===== config.mk =====
export PLATFORM = sky130hd
export DESIGN_NAME = r5p_rvmodel_ctl
export DESIGN_NICKNAME = d
export VERILOG_FILES = /design/src/rtl/r5p_rvmodel_pkg.sv /design/src/rtl/r5p_rvmodel_fifo.sv /design/src/rtl/r5p_rvmodel_ctl.sv
export SDC_FILE = /design/constraint.sdc
export NUM_CORES = 1
export LEC_CHECK = 0
export ABC_AREA = 1
export ABC_CLOCK_PERIOD_IN_PS = 7380
export CELL_PAD_IN_SITES_DETAIL_PLACEMENT = 1
export CELL_PAD_IN_SITES_GLOBAL_PLACEMENT = 2
export CORE_MARGIN = 3
export CORE_UTILIZATION = 30
export DETAILED_ROUTE_END_ITERATION = 16
export PLACE_DENSITY_LB_ADDON = 0.08
export SYNTH_ARGS = -nofsm -noshare
export SYNTH_HDL_FRONTEND = slang
export SYNTH_SLANG_ARGS = --single-unit

===== constraint.sdc =====
create_clock -name clk -period 7.38 [get_ports clk]
set_clock_uncertainty 0.05 [all_clocks]
set_input_delay 1.476 -clock clk [delete_from_list [all_inputs] [get_ports clk]]
set_output_delay 1.476 -clock clk [all_outputs]
set_load 0.005 [all_outputs]

===== src/rtl/r5p_rvmodel_pkg.sv =====
// Register map and decode helper for the RISC-V test-model control peripheral.
package r5p_rvmodel_pkg;

  localparam logic [5:0] RVM_BEGIN   = 6'h00;
  localparam logic [5:0] RVM_END     = 6'h08;
  localparam logic [5:0] RVM_STATUS  = 6'h10;
  localparam logic [5:0] RVM_CONSOLE = 6'h18;
  localparam logic [5:0] RVM_CNT_LO  = 6'h20;
  localparam logic [5:0] RVM_CNT_HI  = 6'h24;

  localparam int unsigned RVM_STATUS_HALT    = 0;
  localparam int unsigned RVM_STATUS_TIMEOUT = 1;

  typedef enum logic [2:0] {
    RegBegin,
    RegEnd,
    RegStatus,
    RegConsole,
    RegCntLo,
    RegCntHi,
    RegNone
  } rvm_reg_e;

  // Map a 6-bit offset onto a register; anything unmapped is RegNone.
  function automatic rvm_reg_e rvm_decode(input logic [5:0] off);
    rvm_reg_e sel;
    case (off)
      RVM_BEGIN:   sel = RegBegin;
      RVM_END:     sel = RegEnd;
      RVM_STATUS:  sel = RegStatus;
      RVM_CONSOLE: sel = RegConsole;
      RVM_CNT_LO:  sel = RegCntLo;
      RVM_CNT_HI:  sel = RegCntHi;
      default:     sel = RegNone;
    endcase
    return sel;
  endfunction

endpackage


===== src/rtl/r5p_rvmodel_fifo.sv =====
// Byte-wide synchronous FIFO for the console stream. Push is dropped when
// full and pop is dropped when empty.
module r5p_rvmodel_fifo #(
  parameter  int unsigned DEPTH = 4,
  localparam int unsigned PW    = $clog2(DEPTH)
) (
  input  logic          clk,
  input  logic          rst,
  input  logic          push,
  input  logic [7:0]    wdat,
  input  logic          pop,
  output logic [7:0]    rdat,
  output logic          full,
  output logic          empty,
  output logic [PW:0]   level
);

  logic [7:0]    mem [DEPTH];
  logic [PW-1:0] wptr;
  logic [PW-1:0] rptr;
  logic          do_push;
  logic          do_pop;

  assign full    = (level == (PW+1)'(DEPTH));
  assign empty   = (level == '0);
  assign do_push = push & ~full;
  assign do_pop  = pop & ~empty;
  assign rdat    = mem[rptr];

  // Pointers and fill level; DEPTH is a power of two so pointers wrap naturally.
  always_ff @(posedge clk or posedge rst) begin
    if (rst) begin
      wptr  <= '0;
      rptr  <= '0;
      level <= '0;
    end else begin
      if (do_push) wptr <= wptr + 1'b1;
      if (do_pop)  rptr <= rptr + 1'b1;
      if (do_push & ~do_pop)      level <= level + 1'b1;
      else if (~do_push & do_pop) level <= level - 1'b1;
    end
  end

  // Storage needs no reset; the level alone defines which entries are live.
  always_ff @(posedge clk) begin
    if (do_push) mem[wptr] <= wdat;
  end

endmodule


===== src/rtl/r5p_rvmodel_ctl.sv =====
// Test-model control responder: signature bounds, halt, console FIFO,
// free-running cycle counter and optional timeout.
module r5p_rvmodel_ctl
  import r5p_rvmodel_pkg::*;
#(
  parameter int unsigned AW  = 22,
  parameter int unsigned DW  = 32,
  parameter int unsigned BW  = DW/8,
  parameter int unsigned DLY = 1,
  parameter int unsigned CFD = 4,
  parameter int unsigned TMO = 0
) (
  input  logic          clk,
  input  logic          rst,
  input  logic          bus_vld,
  input  logic          bus_wen,
  input  logic [AW-1:0] bus_adr,
  input  logic [BW-1:0] bus_ben,
  input  logic [DW-1:0] bus_wdt,
  output logic [DW-1:0] bus_rdt,
  output logic          bus_err,
  output logic          bus_rdy,
  output logic          con_vld,
  output logic [7:0]    con_dat,
  input  logic          con_rdy,
  output logic [DW-1:0] data_begin,
  output logic [DW-1:0] data_end,
  output logic          halt,
  output logic          timeout,
  output logic [63:0]   cnt
);

  localparam int unsigned LW = $clog2(CFD) + 1;

  rvm_reg_e      sel;
  logic          xfer;
  logic          wr_ok;
  logic          rd;
  logic          acc_err;
  logic          push_req;
  logic          fifo_full;
  logic          fifo_empty;
  logic [LW-1:0] fifo_level;
  logic [DW-1:0] rdt_c;
  logic          unused_adr;

  assign unused_adr = ^bus_adr[AW-1:6];

  assign sel      = rvm_decode(bus_adr[5:0]);
  assign push_req = bus_wen & (sel == RegConsole) & bus_ben[0];
  // Full is judged before any same-cycle pop: no pass-through.
  assign bus_rdy  = ~(push_req & fifo_full);
  assign xfer     = bus_vld & bus_rdy;
  assign acc_err  = (sel == RegNone) | (bus_wen & ((sel == RegCntLo) | (sel == RegCntHi)));
  assign wr_ok    = xfer & bus_wen & ~acc_err;
  assign rd       = xfer & ~bus_wen;

  r5p_rvmodel_fifo #(
    .DEPTH (CFD)
  ) u_fifo (
    .clk   (clk),
    .rst   (rst),
    .push  (wr_ok & push_req),
    .wdat  (bus_wdt[7:0]),
    .pop   (con_rdy),
    .rdat  (con_dat),
    .full  (fifo_full),
    .empty (fifo_empty),
    .level (fifo_level)
  );

  assign con_vld = ~fifo_empty;

  // Read data mux; unmapped offsets read as zero.
  always_comb begin
    rdt_c = '0;
    unique case (sel)
      RegBegin:   rdt_c = data_begin;
      RegEnd:     rdt_c = data_end;
      RegStatus: begin
        rdt_c[RVM_STATUS_HALT]    = halt;
        rdt_c[RVM_STATUS_TIMEOUT] = timeout;
      end
      RegConsole: rdt_c = DW'(fifo_level);
      RegCntLo:   rdt_c = cnt[31:0];
      RegCntHi:   rdt_c = cnt[63:32];
      default:    rdt_c = '0;
    endcase
  end

  // Signature bounds with per-byte enables, and the sticky halt request.
  always_ff @(posedge clk or posedge rst) begin
    if (rst) begin
      data_begin <= '0;
      data_end   <= '0;
      halt       <= 1'b0;
    end else if (wr_ok) begin
      for (int unsigned i = 0; i < BW; i++) begin
        if (bus_ben[i] && sel == RegBegin) data_begin[8*i +: 8] <= bus_wdt[8*i +: 8];
        if (bus_ben[i] && sel == RegEnd)   data_end[8*i +: 8]   <= bus_wdt[8*i +: 8];
      end
      if (sel == RegStatus && bus_wdt[RVM_STATUS_HALT]) halt <= 1'b1;
    end
  end

  // Cycle counter runs until halt, wrapping at 2^64.
  always_ff @(posedge clk or posedge rst) begin
    if (rst)       cnt <= '0;
    else if (!halt) cnt <= cnt + 64'd1;
  end

  if (TMO != 0) begin : g_tmo
    // Sticky timeout, raised on the edge after the counter shows TMO-1.
    always_ff @(posedge clk or posedge rst) begin
      if (rst)                         timeout <= 1'b0;
      else if (cnt == 64'(TMO - 1)) timeout <= 1'b1;
    end
  end else begin : g_no_tmo
    assign timeout = 1'b0;
  end

  if (DLY != 0) begin : g_dly
    // Registered response: rdata holds until the next read, err is a pulse.
    always_ff @(posedge clk or posedge rst) begin
      if (rst) begin
        bus_rdt <= '0;
        bus_err <= 1'b0;
      end else begin
        bus_err <= xfer & acc_err;
        if (rd) bus_rdt <= rdt_c;
      end
    end
  end else begin : g_comb
    assign bus_rdt = rd ? rdt_c : '0;
    assign bus_err = xfer & acc_err;
  end

endmodule


# Word-level counts from Yosys, hierarchy flattened
# Memories as Yosys holds them, arrays and structs flattened.
# Cells that the tools add are included.
[totals] regBits=169 ram_bits=32 input_bits=63 out_inout_bits=173 elab_cells=85 memories=1
[op_classes] addsub=5 n_eq_ne=12 mux=7 bitwise=23 reduce_logical=22
[memory_table] name="u_fifo.mem" depth=4 width=8 rd=1 rd_clocked_by_memory_dff=0 wr=1 line_no="r5p_rvmodel_fifo.sv:18" text="logic [7:0] mem [DEPTH];"
[op_table] operator="$pmux W30 S5" count=1
[op_table] operator="$add A64 B1 Y64 const B" count=1
[op_table] operator="$pmux W3 S6" count=1
[op_table] operator="$reduce_and A2 Y1" count=9
[op_table] operator="$and A1 B1 Y1" count=14
[op_table] operator="$eq A3 B3 Y1 const B" count=4
[op_table] operator="$eq A6 B5 Y1 const B" count=2
[op_table] operator="$eq A6 B6 Y1 const B" count=2
[op_table] operator="$pmux W2 S6" count=1
[op_table] operator="$logic_and A1 B1 Y1" count=9
[op_table] operator="$not A1 Y1" count=7
[op_table] operator="$eq A3 B2 Y1 const B" count=2
[op_table] operator="$eq A6 B4 Y1 const B" count=1
[op_table] operator="$logic_not A3 Y1" count=2
[op_table] operator="$logic_not A6 Y1" count=1
[op_table] operator="$mux W3" count=2
[op_table] operator="$add A2 B1 Y2 const B" count=2
[op_table] operator="$add A3 B1 Y3 const B" count=1
[op_table] operator="$eq A3 B1 Y1 const B" count=1
[op_table] operator="$sub A3 B1 Y3 const B" count=1
[op_table] operator="$mux W1" count=2
[op_table] operator="$or A1 B1 Y1" count=2
[op_table] operator="$reduce_bool A2 Y1" count=1

# Logic depth before layout (Yosys ltp)
[depth] word_depth=16 ltp_mapped=16 mapped_depth_nobuf=16

# By module
# From an unflattened synthesis, not the netlist that was laid out.
[unflattened] hier_cells=1310 area_unflattened_um2=10605.2
[by_module_without_submodules] module="r5p_rvmodel_ctl" n_inst=1 cells_per_inst=1155 area_each_um2=8867.3 seq_area_each_um2=4053.9
[by_module_without_submodules] module="r5p_rvmodel_fifo" n_inst=1 cells_per_inst=155 area_each_um2=1737.9 seq_area_each_um2=1136.1

# Least setup slack after synthesis
# No wires, ideal clock.
[synth_timing] kind="input-to-output" startpoint="in bus_adr[1]" endpoint="out bus_rdy" arrival_time_ps=2755 required_ps=5854 slack_ps=3099 stages=9 path_buffers=0 cell_sequence="nor2_8 -> nand2_1 -> nor2_4 -> inv_1 -> ha_1 -> nand2_4 -> nand3_2 -> nor2_4 -> nand2_4"
[synth_via] elab_chain_len=7 word_cells_on_any_way=12 cone_classes="eq/ne: 6; mux: 1; bitwise: 4; reduce/logical: 1"
[synth_lines] element="from (decl)" line_no="r5p_rvmodel_ctl.sv:17" text="input logic [AW-1:0] bus_adr,"
[synth_lines] element="$eq A6 B6 Y1, or another cell as far along" line_no="r5p_rvmodel_pkg.sv:27" text="case (off)"
[synth_lines] element="$pmux W3 S6 *" line_no="r5p_rvmodel_pkg.sv:27"
[synth_lines] element="$eq A3 B2 Y1 *" line_no="r5p_rvmodel_ctl.sv:50" text="assign push_req = bus_wen & (sel == RegConsole) & bus_ben[0];"
[synth_lines] element="$and A1 B1 Y1 * (2 in series)" line_no="r5p_rvmodel_ctl.sv:50"
[synth_lines] element="$and A1 B1 Y1 *" line_no="r5p_rvmodel_ctl.sv:52" text="assign bus_rdy = ~(push_req & fifo_full);"
[synth_lines] element="$not A1 Y1 *" line_no="r5p_rvmodel_ctl.sv:52"
[synth_lines] element="to (decl)" line_no="r5p_rvmodel_ctl.sv:22" text="output logic bus_rdy,"
# Every way passes the cells marked *; elsewhere a longest branch is shown, timed or not.

# Final worst setup path
# Same ends and word-level chain as after synthesis.

==> implementation parameters <==
Parameter                              Value

STA
  Setup violation total in the final timing report ... 0
  Unrepaired setup endpoints after global routing ... false
  Worst hold slack across all endpoints ... 0.433 ns
  F_max ... 0.179 GHz
  Final Cycle Share ... 0.757
  Worst setup slack after layout ... 1.79 ns
  Max-slew violation total from the final report ... 0
  Final Hold Fails ... 0
  Sum Neg Setup Slack ... 0 ns
  Max-slew headroom ... 0.417
  Time the worst path needs with I/O delays and setup ... 5.59 ns
  Least-Margin Pin Slew ... 0.872 ns

Final layout
  Leading cell type in the layout, fill and taps excluded ... sky130_fd_sc_hd__nand2_1
  Antenna diode count ... 0
  # fillers ... 4,127
  Layout overhead on the synthesized area ... 32.5%
  Final design utilization ... 0.405
  Highest-count cells in the layout ignoring fill and taps ... sky130_fd_sc_hd__nand2_1, sky130_fd_sc_hd__clkdlybuf4s50_1, sky130_fd_sc_hd__dfrtp_1
  Layout Nets ... 1,566
  Area of all placed cells without fillers ... around 0.014 mm2
  Ratio of cells with drive above 1 in the final layout ... 0.0854

Min path
  Startpoint of the worst hold path ... bus_rdt[28]
  Hold worst-path end ... bus_rdt[28]
  WHS Path Cells ... 2
  Worst min-delay path class ... register to register

Logic synthesis
  Mapped cell area ... ~0.011 mm2
  Number of enable-type register cells in the synthesized netlist ... 32
  Largest cells by area after synthesis ... sky130_fd_sc_hd__dfrtp_1, sky130_fd_sc_hd__nand2_1, sky130_fd_sc_hd__edfxtp_1, sky130_fd_sc_hd__nand4_1, sky130_fd_sc_hd__nor2_1
  Largest area contributor in the synthesized netlist ... sky130_fd_sc_hd__dfrtp_1
  Total number of yosys warnings ... 0
  Primary flip-flop cell chosen by synthesis mapping ... sky130_fd_sc_hd__dfrtp_1
  Proportion of netlist area held by the largest area contributor ... 0.399
  Share of async-settable or async-resettable flops after synthesis ... 0.841
  Sequential-to-total area share from yosys stat ... 0.489
  Distinct cells, synth ... 40
  Synthesized net count ... 1,351
  Cells after Synth ... 1,279
  Post-synthesis sequential element count ... ~200
  Syn Area/Cell ... 8.30 um2

Die
  FP Rows ... just under 70
  Die area ... 0.0377 mm2
  Vertical die dimension ... 194 um
  I/O pin count ... about 240
  Placeable core region ... 0.0347 mm2
  Starting Density ... 0.306
  Die X-Extent ... roughly 190 um

Clock tree
  Cts-stage hold buffer count ... 0
  Master cell of the clock root buffer ... sky130_fd_sc_hd__clkbuf_16
  Insertion delay to the later sink of the worst-skew pair ... 0.53 ns
  H-tree levels ... 1
  Clock-pin slew on the worst setup and hold paths ... about 0.06 ns
  Clock net sink count ... 201
  TritonCTS clock tree ... done
  Number of buffers created by CTS ... 25
  Max Buffers Root-to-Sink ... 3
  # resized after CTS ... 0
  # Post-CTS Setup Buffers ... 0

GRT
  Number of antenna violations at the first check in global routing ... 0
  Largest net degree at the start of global routing ... 60
  Number of global-route vias before repair ... 10,200
  Global-route wire length before repair ... 65,400 um
  Grt ovf ... 0
  Global-route total usage across every layer ... 0.224

Placement
  Placement Cell Area ... 0.0132 mm2
  Pre-CTS WS ... 1.78 ns
  PortBufs ... 218
  HPWL after DPL ... 32,700 um
  Final weighted congestion of routability-driven global placement ... 0.849

Detailed routing
  Antenna-violating nets left ... 0
  Detailed-route via count ... 9,646
  DRT iter0 DRCs ... between 500 and 600
  DRC ... 0
  Post-DR vias/cell ... 4.91
  Detailed-route wire length per cell ... 21.8 um
  Number of iterations in the first detailed-routing pass ... 5
  Final WL ... about 43,000 um

Pwr
  Pwr Density ... between 200 and 250 mW/mm2
  VDD IR-drop max ... between 0.15 and 0.2 mV
  Leakage power figure ... ~6.2 nW

Worst setup path
  Reg2reg start ... u_fifo.level[0]
  Data arrival, critical path ... between 4 and 5 ns
  CP Max Fanout ... 8
  Kind of end point of the critical path ... primary output
  Crit path launch type ... input port
  FF-to-FF End ... bus_rdt[2]
  Kind of critical path ... input port to primary output
  Required time worst endpoint ... 5.85 ns
  Reg-to-reg setup timing slack ... roughly 4.7 ns
  Cell count of the worst reg-to-reg path ... 6

Outcome
  Result of the run ... finished clean

Job
  Number of max-capacitance violations reported ... 0
worst max-delay path, cell delays in order:
cell,delay (ns)
sky130_fd_sc_hd__clkdlybuf4s50_1,0.49
sky130_fd_sc_hd__nor2_8,0.21
sky130_fd_sc_hd__inv_2,0.06
sky130_fd_sc_hd__nor2_4,0.23
sky130_fd_sc_hd__inv_2,0.14
sky130_fd_sc_hd__ha_1,0.30
sky130_fd_sc_hd__nand2_4,0.13
sky130_fd_sc_hd__nand3_2,0.12
sky130_fd_sc_hd__nor2_4,0.21
sky130_fd_sc_hd__nand2_4,0.18
sky130_fd_sc_hd__clkdlybuf4s50_1,0.51
metrics by stage:
step                      cells  total power [W]
final                      1966          0.00281
after global routing       1966          0.00293
after CTS                  1966          0.00285
after detailed placement   1922          0.00153
after global placement     1922          0.00153
after floorplan            1279          0.00136
cell usage after synthesis, drive strengths merged, types with 6 or more instances:
cell type  count
clkbuf        14
xor2          24
dfrtp        169
o21ai         61
nand3b         9
nand2        444
edfxtp        32
a21oi          6
nand3         71
ha             8
o22ai          9
buf           26
xnor2         30
nand4         92
nor3          22
inv          123
nor2         133
report_power, final:
group | switching [W] | internal [W] | leakage, nW
logic | 0.000177 | 0.000141 | 3.17
clock network | 0.000502 | 0.000803 | 0.429
registers | 0.0000408 | 0.00115 | 2.62
total | 0.000721 | 0.00209 | 6.21
registers in the layout (all words and copies together), names as in the netlist, 2 cells and up:
name and cells:
u_fifo.level 3, data_begin 32, data_end 32, u_fifo.rptr 2
u_fifo.wptr 2, bus_rdt 32, u_fifo.mem 32, cnt 64
layer usage:
metal	global-route usage	wire length, um	vias up	share of wire
met4	0.0394	641	0	0.015
met1	0.331	21300	4810	0.50
met2	0.359	19500	209	0.45
li1	-	-	4590	-
met5	0	0	-	0
met3	0.0250	1470	37	0.034
worst max-delay path by stage:
| stage | start | to | slack, ns | depth (start not counted) |
|---|---|---|---|---|
| final | bus_adr[1] | bus_rdy | 1.79 | 11 |
| after global routing | bus_adr[1] | bus_rdy | 1.64 | 11 |
| after CTS | bus_adr[1] | bus_rdy | 1.78 | 11 |
| after detailed placement | bus_adr[1] | bus_rdy | 1.78 | 11 |
| after global placement | bus_adr[1] | bus_rdy | 1.81 | 11 |
| after floorplan | rst | bus_err | 1.28 | 1 |
kinds of logic (layout without fill, tap and decap cells):
family | count (synthesis) | in the layout | synth area share
flops | 201 | 201 | 0.489
xor+xnor | 54 | 54 | 0.0446
compound gates | 77 | 77 | 0.0511
fa+ha+maj | 9 | 9 | 0.0113
buf+inv | 163 | 395 | 0.0673
simple gates | 774 | 774 | 0.336
other cells | 1 | 1 | 0.000353
cell type report:
type                    count  area (um2)  share of cell area
well taps                 455         569              0.0405
repair buffers            228        2260               0.160
clock buffers              37         751              0.0534
inverters                 123         467              0.0332
clock inverters             7         114             0.00810
flip-flops and latches    201        5190               0.369
multi-input cells         915        4720               0.335
(Power assumes the default switching activity.)
